File: config.mk
export PLATFORM = sky130hd
export DESIGN_NAME = mult_control_unit
export DESIGN_NICKNAME = d
export VERILOG_FILES = /design/src/rtl/mult_control_unit.sv
export SDC_FILE = /design/constraint.sdc
export NUM_CORES = 1
export LEC_CHECK = 0
export BUFFER_PORTS_ARGS = -buffer_cell sky130_fd_sc_hd__buf_2
export CAP_MARGIN = 5
export CORE_MARGIN = 8
export CORE_UTILIZATION = 36
export CTS_CLUSTER_SIZE = 10
export DETAILED_ROUTE_END_ITERATION = 7
export PLACE_DENSITY = 0.73
export SLEW_MARGIN = 25
export SYNTH_ARGS = -nofsm -noshare
export SYNTH_HDL_FRONTEND = slang
export SYNTH_SLANG_ARGS = --single-unit
File: constraint.sdc
create_clock -name Clk -period 1.4 [get_ports Clk]
set_clock_uncertainty 0.15 [all_clocks]
set_input_delay 0.28 -clock Clk [delete_from_list [all_inputs] [get_ports Clk]]
set_output_delay 0.28 -clock Clk [all_outputs]
set_load 0.01 [all_outputs]
File: src/rtl/mult_control_unit.sv
// ============================================================================
// mult_control_unit
// ----------------------------------------------------------------------------
// Sequencing stage for a WIDTH x WIDTH signed add-shift multiplier.
//
// The block owns the X (sign extension), A (upper product) and B
// (multiplier / lower product) registers and latches the multiplicand S.
// It drives an external, purely combinational (WIDTH+1)-bit adder
// (operands {X,A} and {S[msb],S}, with select_op choosing subtract and M
// gating the addend) and captures the sum in the same cycle.
//
// Sequence:  IDLE -> START -> {ADD -> SHIFT} x WIDTH -> HOLD -> IDLE
// The last ADD is a subtract, because the multiplier MSB carries
// negative weight in two's complement.
//
// Optional build macro:
//   MULT_CTRL_ADD_SKIP_EN  when defined, an ADD whose M bit would be 0 is
//                          skipped (START/SHIFT go straight to SHIFT).
//                          Final register values are the same either way;
//                          only the latency changes.
//
// Ports:
//   Clk            in   1      rising-edge clock
//   Reset_n        in   1      asynchronous active-low reset
//   Run            in   1      level start request (sampled in IDLE)
//   ClearA_LoadB   in   1      in IDLE: B<=Din, A<=0, X<=0 (wins over Run)
//   Din            in   WIDTH  multiplicand (START) / multiplier (load)
//   Final_Sum      in   WIDTH  adder sum, low bits
//   Final_Sum_9th  in   1      adder sum, top bit
//   add_S          out  WIDTH  S register to the adder
//   add_S_9th      out  1      sign extension of S
//   add_A          out  WIDTH  A register to the adder
//   add_A_9th      out  1      X register to the adder
//   select_op      out  1      1 = subtract (final ADD only)
//   M              out  1      current multiplier bit, B[0]
//   Aval, Bval     out  WIDTH  product high / low halves
//   Xval           out  1      product sign
//   Busy           out  1      high in START/ADD/SHIFT
//   Done           out  1      high in HOLD
// ============================================================================
module mult_control_unit #(
    parameter int WIDTH = 8
) (
    input  logic             Clk,
    input  logic             Reset_n,
    input  logic             Run,
    input  logic             ClearA_LoadB,
    input  logic [WIDTH-1:0] Din,
    input  logic [WIDTH-1:0] Final_Sum,
    input  logic             Final_Sum_9th,
    output logic [WIDTH-1:0] add_S,
    output logic             add_S_9th,
    output logic [WIDTH-1:0] add_A,
    output logic             add_A_9th,
    output logic             select_op,
    output logic             M,
    output logic [WIDTH-1:0] Aval,
    output logic [WIDTH-1:0] Bval,
    output logic             Xval,
    output logic             Busy,
    output logic             Done
);

    localparam int CW = (WIDTH > 1) ? $clog2(WIDTH) : 1;
    localparam logic [CW-1:0] LAST_BIT = CW'(WIDTH - 1);

`ifdef MULT_CTRL_ADD_SKIP_EN
    localparam bit ADD_SKIP = 1'b1;
`else
    localparam bit ADD_SKIP = 1'b0;
`endif

    typedef enum logic [2:0] {
        S_IDLE,
        S_START,
        S_ADD,
        S_SHIFT,
        S_HOLD
    } state_t;

    state_t          state_q, state_d;
    logic [WIDTH-1:0] a_q, a_d;
    logic [WIDTH-1:0] b_q, b_d;
    logic [WIDTH-1:0] s_q, s_d;
    logic             x_q, x_d;
    logic [CW-1:0]    cnt_q, cnt_d;

    // Status outputs are registered from the next-state decode so they
    // change exactly on the state transition and never glitch.
    logic busy_q, busy_d;
    logic done_q, done_d;
    logic sel_q,  sel_d;

    // ------------------------------------------------------------------
    // Next-state / datapath logic
    // ------------------------------------------------------------------
    always_comb begin
        // NOTE: every signal assigned here gets a default first, so no
        // path through the case statement can infer a latch.
        state_d = state_q;
        a_d     = a_q;
        b_d     = b_q;
        s_d     = s_q;
        x_d     = x_q;
        cnt_d   = cnt_q;

        unique case (state_q)
            S_IDLE: begin
                if (ClearA_LoadB) begin
                    b_d = Din;
                    a_d = '0;
                    x_d = 1'b0;
                end else if (Run) begin
                    state_d = S_START;
                end
            end

            S_START: begin
                // B is kept, so back-to-back runs multiply the previous
                // low product half.
                s_d   = Din;
                a_d   = '0;
                x_d   = 1'b0;
                cnt_d = '0;
                state_d = (ADD_SKIP && !b_q[0]) ? S_SHIFT : S_ADD;
            end

            S_ADD: begin
                // Captured unconditionally: with M=0 the adder passes
                // {X,A} straight through.
                a_d     = Final_Sum;
                x_d     = Final_Sum_9th;
                state_d = S_SHIFT;
            end

            S_SHIFT: begin
                // Arithmetic right shift of the {X,A,B} chain; X keeps the
                // sign so it is left unchanged.
                a_d   = {x_q, a_q[WIDTH-1:1]};
                b_d   = {a_q[0], b_q[WIDTH-1:1]};
                cnt_d = cnt_q + CW'(1);
                if (cnt_q == LAST_BIT) begin
                    state_d = S_HOLD;
                end else if (ADD_SKIP && !b_d[0]) begin
                    state_d = S_SHIFT;
                end else begin
                    state_d = S_ADD;
                end
            end

            S_HOLD: begin
                // Waiting for Run to drop makes a held Run produce one
                // multiplication only.
                if (!Run) begin
                    state_d = S_IDLE;
                end
            end

            default: begin
                state_d = S_IDLE;
            end
        endcase

        busy_d = (state_d == S_START) || (state_d == S_ADD) || (state_d == S_SHIFT);
        done_d = (state_d == S_HOLD);
        // cnt_d is the count that will be current during the next ADD.
        sel_d  = (state_d == S_ADD) && (cnt_d == LAST_BIT);
    end

    // ------------------------------------------------------------------
    // State registers
    // ------------------------------------------------------------------
    // NOTE: sequential state uses non-blocking assignments so every
    // register samples the pre-edge values of the others.
    always_ff @(posedge Clk or negedge Reset_n) begin
        if (!Reset_n) begin
            state_q <= S_IDLE;
            a_q     <= '0;
            b_q     <= '0;
            s_q     <= '0;
            x_q     <= 1'b0;
            cnt_q   <= '0;
            busy_q  <= 1'b0;
            done_q  <= 1'b0;
            sel_q   <= 1'b0;
        end else begin
            state_q <= state_d;
            a_q     <= a_d;
            b_q     <= b_d;
            s_q     <= s_d;
            x_q     <= x_d;
            cnt_q   <= cnt_d;
            busy_q  <= busy_d;
            done_q  <= done_d;
            sel_q   <= sel_d;
        end
    end

    // ------------------------------------------------------------------
    // Outputs
    // ------------------------------------------------------------------
    assign add_S     = s_q;
    assign add_S_9th = s_q[WIDTH-1];
    assign add_A     = a_q;
    assign add_A_9th = x_q;
    assign select_op = sel_q;
    assign M         = b_q[0];
    assign Aval      = a_q;
    assign Bval      = b_q;
    assign Xval      = x_q;
    assign Busy      = busy_q;
    assign Done      = done_q;

endmodule
==> results of run 1 <==
## layer usage
layer	share of wire, %	global-route usage [%]	wire, µm	vias to the layer above
met4	1.5	4.710	57	0
met1	46	12.96	1813	618
met3	6.5	4.550	255	6
met2	46	16.99	1802	47
met5	0	0	0	-
li1	-	-	-	604
## state kept, by name, summed over array words and instances, names as in the netlist
register	cells
Busy	1
Done	1
Bval	8
add_S	8
select_op	1
Aval	8
cnt_q	3
Xval	1
state_q	3
## worst max-delay path, stage by stage, from the launching register on
cell	delay [ns]
dfrtp_1	0.40
buf_6	0.14
nor3b_4	0.21
buf_6	0.15
mux2i_2	0.20
mux2i_1	0.09
## cells in the mapped netlist (3+ instances only)
cell | n | area [µm²]
dfrtp_1 | 34 | 850.8
mux2i_1 | 24 | 240.2
buf_4 | 13 | 97.59
mux2_2 | 9 | 101.4
a221o_1 | 8 | 80.08
and2_1 | 8 | 50.05
nand2_1 | 4 | 15.01
o21ai_0 | 4 | 20.02
inv_1 | 3 | 11.26
nor2_1 | 3 | 11.26
## worst min-delay path by stage
stage / cells after the start / to / slack, ns
detailed placement: 2 / select_op / 0.10
global route: 2 / add_S[7] / 0.09
floorplan: 0 / Aval[0] / -0.17
finish: 2 / add_S[1] / 0.1
CTS: 2 / add_S[6] / 0.09
global placement: 2 / cnt_q[0] / 0.10
## area by class of cell
type / count / area [µm²]
Sequential cell: 34 / 853.3
Clock buffer: 7 / 86.33
Fill cell: 406 / 2310
Timing Repair Buffer: 81 / 503.0
Tap cell: 54 / 67.56
Inverter: 3 / 11.26
Multi-Input combinational cell: 78 / 762.0
Clock inverter: 1 / 5.005
## what timing repair did
action,CTS,global route
pin swaps,5,4
endpoints found under the hold margin,34,0
hold buffers,1,0
cloned,0,0
resized for setup,10,11
buffers inserted,5,1
setup endpoints to repair,28,28
## where the power goes
part | internal [mW] | leakage, nW | total, mW | switching [mW]
Clock | 0.397 | 0.0482 | 0.749 | 0.352
Combinational | 1.32 | 0.643 | 2.48 | 1.16
Sequential | 1.44 | 0.413 | 1.83 | 0.392
Total | 3.15 | 1.10 | 5.06 | 1.91
## cells by family (layout without fill, tap and decap cells)
group,Yosys count,in the layout,share of synthesized area (%)
AO/OA/AOI/OAI,19,19,9.418
adder cells (fa/ha/maj),2,2,1.495
AND/OR/NAND/NOR,24,24,9.417
flip-flops,34,34,50.82
buffers and inverters,20,92,8.445
multiplexers,33,33,20.40
==> impl_metrics.yaml, run 1 <==
clock_tree:
  cts_made_buffers: 5
  clock_insertion_delay_worst_skew_ns: 0.29
  path_clk_slew_ns: 0.07
  cts_tree: "built"
  clockBufferDepth: 2
  clkSinkCount: 34
  cts-root-buf: "clkbuf_8"
  htreeDepth: 2
critical_path:
  reg2regPathDepth: 5
  r2r_end: "Bval[6]"
  cp-endpoint: "Bval[6]"
  cp-startpoint: "state_q[2]"
  cp-start-kind: "flip-flop"
  r2r-start: "state_q[2]"
  end_kind: "flip-flop"
  crit_arrival_ns: 1.48
  r2r_slack_ns: -0.06
  crit_fanout: 4
  cp.required_ns: 1.42
  critPathKind: "flip-flop to flip-flop"
run:
  max-cap-violations: 0
route:
  wl_um: 3928
  route.detailed.drc: 0
  vias: 1275
  wl_per_cell_um: 15.22
  viasPerCell: 4.942
  postRouteAntennaNets: 0
  first_pass_iters: 4
  drt_iter0_drc: 54
placed_design:
  pre_cts_slack_ns: -0.1207
  hpwl_um: 2802
  placed_cells: 244
  gp_congestion: 0.7269
  port_buffers: 59
  place_area_um2: 2047
final_layout:
  drive_above_1_share_pct: 56.37
  mostFrequentLayoutCells: "buf_2 (59), dfrtp_1 (32), mux2i_1 (23)"
  final_cell_area_um2: 2288
  antenna_cells: 0
  layout.nets: 226
  instances_no_fill: 258
  syn_to_final_growth_pct: 36.70
  final_common_cell: "buf_2"
  postLayoutCoreUtil_pct: 49.77
floorplanning:
  io_pins: 60
  fp.dieH_um: 84.20
  die-area_um2: 7089
  die-width_um: 84.20
  start_util_pct: 36.41
  core_area_um2: 4598
  core.rowCount: 25
min_path:
  worstHoldStart: "Din[1]"
  hold_path_class: "input pin to flip-flop"
global_routing:
  grt_pass1_vias: 1408
  antenna_found_initial: 0
  grt_max_degree: 35
  grt_pass1_wl_um: 6354
  grt_use_total_pct: 10.96
  overflow: 0
timing:
  drv_slew: 0
  fmax_ghz: 0.6831
  fin_crit_ns: 1.464
  worstMarginPinSlew_ns: 0.3555
  holdWs_ns: 0.09892
  fin_crit_sh_pct: 104.6
  hold_violations: 0
  finalSetupViolations: 26
  max-slew-margin-rel_pct: 76.20
  setup_ws_ns: -0.06384
  finalSetupTns_ns: -1.013
  rsz0062_at_grt: "true"
yosys:
  ys.flop_type: "dfrtp_1"
  syn_nets: 155
  ys_types: 27
  ys_ff_latch: 34
  synth_async_sr_flop_share_pct: 100.0
  synth.cell_area_um2: 1674
  syn_area_per_cell_um2: 12.68
  yosys_warnings: 0
  yosysSeqAreaShare_pct: 50.82
  synth_cells: 132
  synth-edff-count: 0
power_and_ir_drop:
  ir_drop_v: 0.0009971
  fin_total_pwr_mw: 5.058
  p_per_area_nw_per_um2: 2210
  p_leak_nw: 1.105
status:
  failed_checks: "setup timing"
  status: "complete, but fails checks"
(Power assumes the default switching activity.)
==> run 2, diff against run 1 <==
CORE_UTILIZATION = 44   (was 36)
PLACE_DENSITY = 0.85   (was 0.73)
==> impl_metrics.yaml, run 2 (synthesis results as in run 1) <==
route:
  viasPerCell: 5.179
  postRouteAntennaNets: 0
  route.detailed.drc: 0
  drt_iter0_drc: 31
  vias: 1274
  wl_um: 3999
  first_pass_iters: 4
  wl_per_cell_um: 16.26
clock_tree:
  htreeDepth: 2
  clock_insertion_delay_worst_skew_ns: 0.28
  cts_tree: "built"
  path_clk_slew_ns: 0.07
  cts-root-buf: "clkbuf_8"
  clockBufferDepth: 2
  cts_made_buffers: 5
  clkSinkCount: 34
placed_design:
  port_buffers: 59
  hpwl_um: 2796
  gp_congestion: 0.7947
  place_area_um2: 2009
final_layout:
  final_common_cell: "buf_2"
  drive_above_1_share_pct: 53.03
  postLayoutCoreUtil_pct: 62.00
  final_cell_area_um2: 2270
  syn_to_final_growth_pct: 35.58
  antenna_cells: 0
  layout.nets: 220
  mostFrequentLayoutCells: "buf_2 (59), dfrtp_1 (32), mux2i_1 (24)"
timing:
  worstMarginPinSlew_ns: 0.2773
  fmax_ghz: 0.7014
  fin_crit_sh_pct: 101.8
  max-slew-margin-rel_pct: 81.49
  drv_slew: 0
  fin_crit_ns: 1.426
  rsz0062_at_grt: "true"
  finalSetupTns_ns: -0.1726
  hold_violations: 0
  setup_ws_ns: -0.02576
  finalSetupViolations: 14
floorplanning:
  core.rowCount: 22
  die-area_um2: 6034
  core_area_um2: 3661
  fp.dieH_um: 77.68
  start_util_pct: 45.73
  die-width_um: 77.68
  io_pins: 60
global_routing:
  antenna_found_initial: 0
  globalRouteMet3Util_pct: 7.604
  overflow: 0
  grt_use_met2_pct: 21.55
  grt_pass1_vias: 1430
  grt.busiest_layer: "met2"
  globalRouteMet1Util_pct: 17.00
  grt_max_degree: 35
  grt_pass1_wl_um: 7113
  grt_use_total_pct: 14.27
status:
  status: "complete, but fails checks"
  failed_checks: "setup timing"
power_and_ir_drop:
  ir_drop_v: 0.001028
  power.switching_mw: 1.970
  p_leak_nw: 1.112
  intPower_mw: 3.233
  switching_share_pct: 37.86
  p_seq_share_pct: 35.7
  p_clk_share_pct: 14.0
  pwr-share-comb_pct: 50.3
  p_per_area_nw_per_um2: 2292
critical_path:
  crit_arrival_ns: 1.44
  crit_fanout: 8
  cp-startpoint: "state_q[1]"
  cp.required_ns: 1.41
  r2r_end: "add_S[3]"
  cp-start-kind: "flip-flop"
  r2r_slack_ns: -0.03
  cp_cell_sequence: "buf_6 > nor2_4 > buf_12 > mux2_4"
  reg2regPathDepth: 4
  slowest_delay_ns: 0.46
  end_kind: "flip-flop"
  cp-endpoint: "add_S[3]"
  cpLargestDelayFamily: "flip-flops"
  critPathSlowestCell: "dfrtp_2"
  crit_cells: 4
  r2r-start: "state_q[1]"
  path_buf_inv: 2
  critPathKind: "flip-flop to flip-flop"
min_path:
  hold_path_depth: 2
  hold_path_class: "input pin to flip-flop"
run:
  max-cap-violations: 0
run 2: cell count changes in the layout (fill, tap and decap cells not counted), sizes merged:
cell   change
buf        -7
nor2b      +1
run 2: area by class of cell:
class,instances,area (µm²)
Fill cell,290,1391
Sequential cell,34,853.3
Multi-Input combinational cell,79,790.8
Timing Repair Buffer,74,462.9
Clock buffer,7,86.33
Tap cell,48,60.06
Inverter,3,11.26
Clock inverter,1,5.005
run 2: worst reg2reg max path, stage by stage, from the launching register on:
cell and delay (ns):
dfrtp_2 0.46, buf_6 0.14, nor2_4 0.11, buf_12 0.14
mux2_4 0.31
run 2: routing by layer:
| layer | wire length, µm | share of wire, % | up-vias |
|---|---|---|---|
| met2 | 1810 | 45 | 52 |
| met1 | 1732 | 43 | 622 |
| li1 | - | - | 593 |
| met4 | 55 | 1.4 | 0 |
| met3 | 400 | 10 | 7 |
| met5 | 0 | 0 | - |
run 2: repair_timing:
action                                  4_1_cts  5_1_grt
gates resized for setup                      20        8
endpoints found under the setup margin       26       28
gates cloned                                  1        0
hold buffers                                  1        0
setup buffers                                 3        1
hold endpoints to repair                     34        0
pin swaps                                     7        6
run 2: power groups by stage:
| stage | clock network (mW) | registers (mW) | logic, mW |
|---|---|---|---|
| 2_1_floorplan | 0 | 1.94 | 1.44 |
| 3_3_place_gp | 0 | 1.82 | 2.24 |
| 3_5_place_dp | 0 | 1.83 | 2.31 |
| 4_1_cts | 0.752 | 1.85 | 2.52 |
| 5_1_grt | 0.806 | 1.93 | 2.89 |
| 6_report | 0.727 | 1.86 | 2.62 |
run 2: metrics by stage:
stage / hold WS (ns) / setup WS, ns / total power, mW / instances
after floorplan: -0.1656 / -0.04466 / 3.383 / 132
after global placement: 0.09995 / -0.03804 / 4.062 / 233
after detailed placement: 0.09975 / -0.08974 / 4.148 / 233
after CTS: 0.08920 / -0.02416 / 5.129 / 245
after global routing: 0.08653 / -0.1027 / 5.625 / 246
final: 0.09824 / -0.02576 / 5.203 / 246
run 2: how the worst min path moves through the flow:
stage / startpoint / end / slack, ns
after global placement: Reset_n / Bval[0] / 0.1
after detailed placement: Reset_n / Bval[0] / 0.1
after floorplan: Reset_n / Aval[0] / -0.17
final: Din[7] / add_S[7] / 0.1
after global routing: Din[7] / add_S[7] / 0.09
after CTS: Din[4] / add_S[4] / 0.09
